<file path="src/rtl/echo_responder.sv">
// Echo responder: payloads accepted on "say" are replayed in order on "heard" through a DEPTH-entry circular buffer.
// Optional feature: define ECHO_RESPONDER_STATS_EN to add the 32-bit heard_total transfer counter.
module echo_responder #(
  parameter int WIDTH = 32,
  parameter int DEPTH = 4
) (
  input  logic                     CLK,
  input  logic                     nRST,
  input  logic                     say__ENA,
  input  logic [WIDTH-1:0]         say_v,
  output logic                     say__RDY,
  output logic                     ind_heard__ENA,
  output logic [WIDTH-1:0]         ind_heard_v,
  input  logic                     ind_heard__RDY,
`ifdef ECHO_RESPONDER_STATS_EN
  output logic [31:0]              heard_total,
`endif
  output logic [$clog2(DEPTH):0]   count
);

  localparam int AW = $clog2(DEPTH);
  localparam logic [AW:0]   FULL_CNT = (AW+1)'(DEPTH);
  localparam logic [AW:0]   CNT_ONE  = (AW+1)'(1);
  localparam logic [AW-1:0] PTR_ONE  = AW'(1);

  logic [WIDTH-1:0] r_mem [DEPTH];
  logic [AW-1:0]    r_wr_ptr;
  logic [AW-1:0]    r_rd_ptr;
  logic [AW:0]      r_count;
  logic [AW:0]      w_count_nxt;
  logic             w_wr_fire;
  logic             w_rd_fire;

  // Handshakes derive from registered occupancy only, so there is no say-to-heard bypass.
  assign say__RDY       = (r_count != FULL_CNT);
  assign ind_heard__ENA = (r_count != {(AW+1){1'b0}}) && ind_heard__RDY;
  assign ind_heard_v    = r_mem[r_rd_ptr];
  assign count          = r_count;
  assign w_wr_fire      = say__ENA && say__RDY;
  assign w_rd_fire      = ind_heard__ENA;

  // Occupancy next-state: simultaneous write and read cancel out.
  always_comb begin
    w_count_nxt = r_count;
    case ({w_wr_fire, w_rd_fire})
      2'b10:   w_count_nxt = r_count + CNT_ONE;
      2'b01:   w_count_nxt = r_count - CNT_ONE;
      default: w_count_nxt = r_count;
    endcase
  end

  // Pointer and occupancy registers; pointers wrap naturally since DEPTH is a power of two.
  always_ff @(posedge CLK or negedge nRST) begin
    if (!nRST) begin
      r_wr_ptr <= {AW{1'b0}};
      r_rd_ptr <= {AW{1'b0}};
      r_count  <= {(AW+1){1'b0}};
    end else begin
      if (w_wr_fire) r_wr_ptr <= r_wr_ptr + PTR_ONE;
      if (w_rd_fire) r_rd_ptr <= r_rd_ptr + PTR_ONE;
      r_count <= w_count_nxt;
    end
  end

  // Payload storage; contents survive reset and are simply abandoned by the pointer clear.
  always_ff @(posedge CLK) begin
    if (w_wr_fire) r_mem[r_wr_ptr] <= say_v;
  end

`ifdef ECHO_RESPONDER_STATS_EN
  logic [31:0] r_heard_total;

  assign heard_total = r_heard_total;

  // Completed heard transfers, wrapping at 2^32.
  always_ff @(posedge CLK or negedge nRST) begin
    if (!nRST) begin
      r_heard_total <= 32'd0;
    end else if (w_rd_fire) begin
      r_heard_total <= r_heard_total + 32'd1;
    end
  end
`endif

endmodule

</file>
<file path="config.mk">
export PLATFORM = sky130hd
export DESIGN_NAME = echo_responder
export DESIGN_NICKNAME = d
export VERILOG_FILES = /design/src/rtl/echo_responder.sv
export SDC_FILE = /design/constraint.sdc
export NUM_CORES = 1
export LEC_CHECK = 0
export BUFFER_PORTS_ARGS = -buffer_cell sky130_fd_sc_hd__buf_4
export CAP_MARGIN = 0
export CORE_MARGIN = 2
export CORE_UTILIZATION = 45
export DETAILED_ROUTE_END_ITERATION = 8
export GPL_ROUTABILITY_DRIVEN = 0
export GPL_TIMING_DRIVEN = 0
export MAX_ROUTING_LAYER = met4
export PLACE_DENSITY = 0.65
export SYNTH_ARGS = -nofsm -noshare
export SYNTH_HDL_FRONTEND = slang
export SYNTH_SLANG_ARGS = --single-unit
</file>
<file path="constraint.sdc">
create_clock -name CLK -period 6.2 [get_ports CLK]
set_input_delay 1.86 -clock CLK [delete_from_list [all_inputs] [get_ports CLK]]
set_output_delay 1.86 -clock CLK [all_outputs]
set_load 0.1 [all_outputs]
</file>
==> results by stage <==
Synthesis:
- The cell area after technology mapping is 5035 µm².
- The fraction of synthesized cell area taken by the top area cell type is 0.7634.
- The number of nets handed over by synthesis was 246.
- The number of warnings reported in the yosys synthesis log is 0.
- The share of the Yosys chip area taken by registers is 0.7982.
- The commonest cells after synthesis are edfxtp_1, mux4_2, dfrtp_1, inv_1, ha_1.
- By area the synthesized netlist is led by edfxtp_1, mux4_2, dfrtp_1, ha_1, and3_2.
- The fraction of synthesis flops using an asynchronous set or reset pin is 0.05185.
- The cell with the most instances after synthesis is edfxtp_1.
- The number of instances in the synthesized netlist is 204.
- The number of synthesized register bits is 135.
- After synthesis, the mean cell area works out to 24.68 µm².
- The synthesized netlist contains 19 unique library cells.
- The most instantiated flip-flop cell in the synthesis netlist is edfxtp_1.
- In this run, synthesis inferred 128 flip-flops with an integrated enable.
- The cell accounting for the most synthesized area is edfxtp_1.

Drt:
- For this run, design rule violations remaining after detail routing come to 0.
- Dividing the detail-routed wire length by the instance count gives 19.04 µm.
- In the routed layout, each cell is associated on average with a via count of 5.096.
- The overall routed net length is 8.529 mm.
- The count of routing violations after the opening detailed-route iteration is 80.
- The post-route antenna net violation count is 0.
- The first detailed-routing pass ran for 4 iterations.
- For this block, the via count after detailed routing is 2283.

Placed design:
- The placed instance count is 416.
- The post-place instance area is 5751 µm².
- The placed wire-length estimate is 4.955 mm.
- The count of buffers added on input and output ports is 72.

GRT:
- The number of global-route vias before repair was 2495.
- The layer with the highest usage is met2.
- Entering global routing, the biggest net connects 33 pins.
- The initial antenna violation count was 0.
- In the global route stage, met1 resource usage came out at 0.1928.
- For this run, global-route usage on met2 was measured as 0.2571.
- The first global-routing pass estimated 13.03 mm of wire.
- In the global route stage, overall resource usage came out at 0.1608.
- Global routing finished with a remaining overflow of 0.
- For met3 alone, demand over resource in global routing was 0.04268.

CTS:
- The clock tree root driver cell is clkbuf_8.
- After clock tree synthesis, the setup repair step added 0 buffers.
- After clock tree synthesis, the clock-pin slew on the worst setup and hold paths is 0.06 ns.
- Counting every sink on the clock net gives 135.
- The H-tree was split into 4 levels.
- The longest clock path from root to sink contains 2 buffers.
- Buffers inserted to repair hold after CTS numbered 0.
- The CTS tree is built.
- The TritonCTS buffer count is 17.
- At the later pin of the worst-skew pair, clock insertion delay measures 0.50 ns.
- The post-cts resize count is 0.

Min path:
- In this run the worst hold path is classified as flip-flop to flip-flop.

Run status:
- The flow ran to the end, and the final reports show no timing, DRC or antenna violations.

STA:
- The max-slew headroom at the worst pin is 0.3884.
- Setup repair after global routing left no endpoint under its margin.
- For the pin with the worst max-slew slack, the measured transition is 0.9173 ns.
- The max-slew violation count was 0.
- The final sum of negative setup slack is 0 ns.
- Setup violations remaining at the end of the flow were counted as 0.
- Subtracting the final worst setup slack from the clock period gives 4.276 ns.
- The hold violation count in the final report is 0.
- The share of the cycle needed by the critical path after routing is 0.6897.
- Between clock sinks in the finished design, the worst skew comes to 0.005563 ns.
- Static timing analysis puts the maximum clock frequency at 0.2339 GHz.

Job:
- The number of max-cap violations is 0.

Finish:
- The ratio of cells with drive above 1 in the final layout is 0.4773.
- The area growth from synthesis to layout is 26.81%.
- The post-route cell area is 6385 µm².
- In the final design database the tool counted 337 nets.
- The finished layout holds 448 standard cells, fillers aside.
- The antenna cell count is 0.
- Fill cells in the final layout number 797.
- The final core utilization is 0.5864.

Critical path:
- Data on the critical path is required at its endpoint by 4.34 ns.
- The critical path data arrival time is 2.42 ns.
- The count of cells along the worst register-to-register path is 9.
- The destination of the worst register-to-register timing path is count[2]$_DFFE_PN0P_.
- Walking the worst path, the cells encountered are buf_4 -> o31a_2 -> buf_4.
- The internal reg-to-reg setup slack is 3.96 ns.
- The type of destination of the critical path is a primary output.
- The worst setup path is of the primary input to primary output kind.
- The launching element type of the critical path is a primary input.
- The dominant cell type by count on the critical path is buf_4.
- Following the worst setup path forward leads to its endpoint at ind_heard__ENA.
- The launching element of the worst setup path is ind_heard__RDY.
- The library cell contributing the largest single delay on the critical path is buf_4.
- The critical-path maximum fanout is 4.
- The launch instance of the worst register-to-register path is count[0]$_DFFE_PN0P_.
- The delay of the slowest cell on the worst path is 0.30 ns.

Die:
- The number of placement rows is 38.
- The die is 109.8 µm tall.
- The die width is 109.8 µm.
- The placeable core region is 10890 µm².
- The initial utilization of the core area, before any placement, comes to 0.4624.
- The number of top-level design ports is 73.
- The die covers 12050 µm².
==> logic make-up after synthesis <==
kind of cell / share of synthesized area
multiplexers: 0.1481
flip-flops: 0.7982
buffers and inverters: 0.01342
AND/OR/NAND/NOR: 0.01143
XOR/XNOR: 0.01044
AO/OA/AOI/OAI: 0.001988
adder cells (fa/ha/maj): 0.01640
==> critical path: cells and delay by family <==
family,cells,cell delay [ns]
AO/OA/AOI/OAI,1,0.18
buffers and inverters,2,0.38
==> registers in the layout, indices dropped and copies added, names as in the netlist <==
register  count
count         3
r_mem       128
r_rd_ptr      2
r_wr_ptr      2
==> placed cells by master (no fill, tap or decap), types with 2 or more instances in the layout <==
cell / instances
edfxtp_1: 128
buf_4: 75
mux4_2: 32
clkbuf_16: 16
dfrtp_1: 7
inv_1: 6
clkbuf_8: 6
clkbuf_1: 5
ha_1: 5
and3_2: 4
bufinv_16: 4
buf_2: 3
xnor2_1: 3
xor2_1: 3
clkinvlp_4: 2
==> layer usage <==
layer,wire (µm),vias up
met4,89,0
met2,4333,60
met5,0,-
met1,3723,1183
li1,-,1033
met3,383,7
==> cell type report <==
cell class / count / area [µm²] / area share
flip-flops and latches: 135 / 4019 / 0.6294
multi-input cells: 55 / 948.4 / 0.1485
repair buffers: 72 / 540.5 / 0.08466
clock buffers: 25 / 494.2 / 0.07741
well taps: 140 / 175.2 / 0.02743
clock inverters: 7 / 140.1 / 0.02195
plain buffers: 8 / 45.04 / 0.007055
inverters: 6 / 22.52 / 0.003527
==> stage by stage <==
step	setup WS, ns	hold slack (ns)
after detailed placement	1.926	0.5073
after global routing	1.905	0.5295
after floorplan	1.974	0.5348
after global placement	1.925	0.5089
after CTS	1.923	0.5157
final	1.924	0.5188
==> worst min path at each step <==
stage / end / cells past startpoint / start / slack (ns)
after CTS: count[2]$_DFFE_PN0P_ / 1 / count[2]$_DFFE_PN0P_ / 0.52
after detailed placement: count[2]$_DFFE_PN0P_ / 1 / count[2]$_DFFE_PN0P_ / 0.51
after global placement: count[2]$_DFFE_PN0P_ / 1 / count[2]$_DFFE_PN0P_ / 0.51
final: count[2]$_DFFE_PN0P_ / 1 / count[2]$_DFFE_PN0P_ / 0.52
after global routing: count[2]$_DFFE_PN0P_ / 1 / count[2]$_DFFE_PN0P_ / 0.53
after floorplan: r_wr_ptr[1]$_DFFE_PN0P_ / 1 / r_wr_ptr[1]$_DFFE_PN0P_ / 0.53
Power is not shown: default switching activity piles up to over one toggle a cycle in this logic, so the estimate is an artifact.
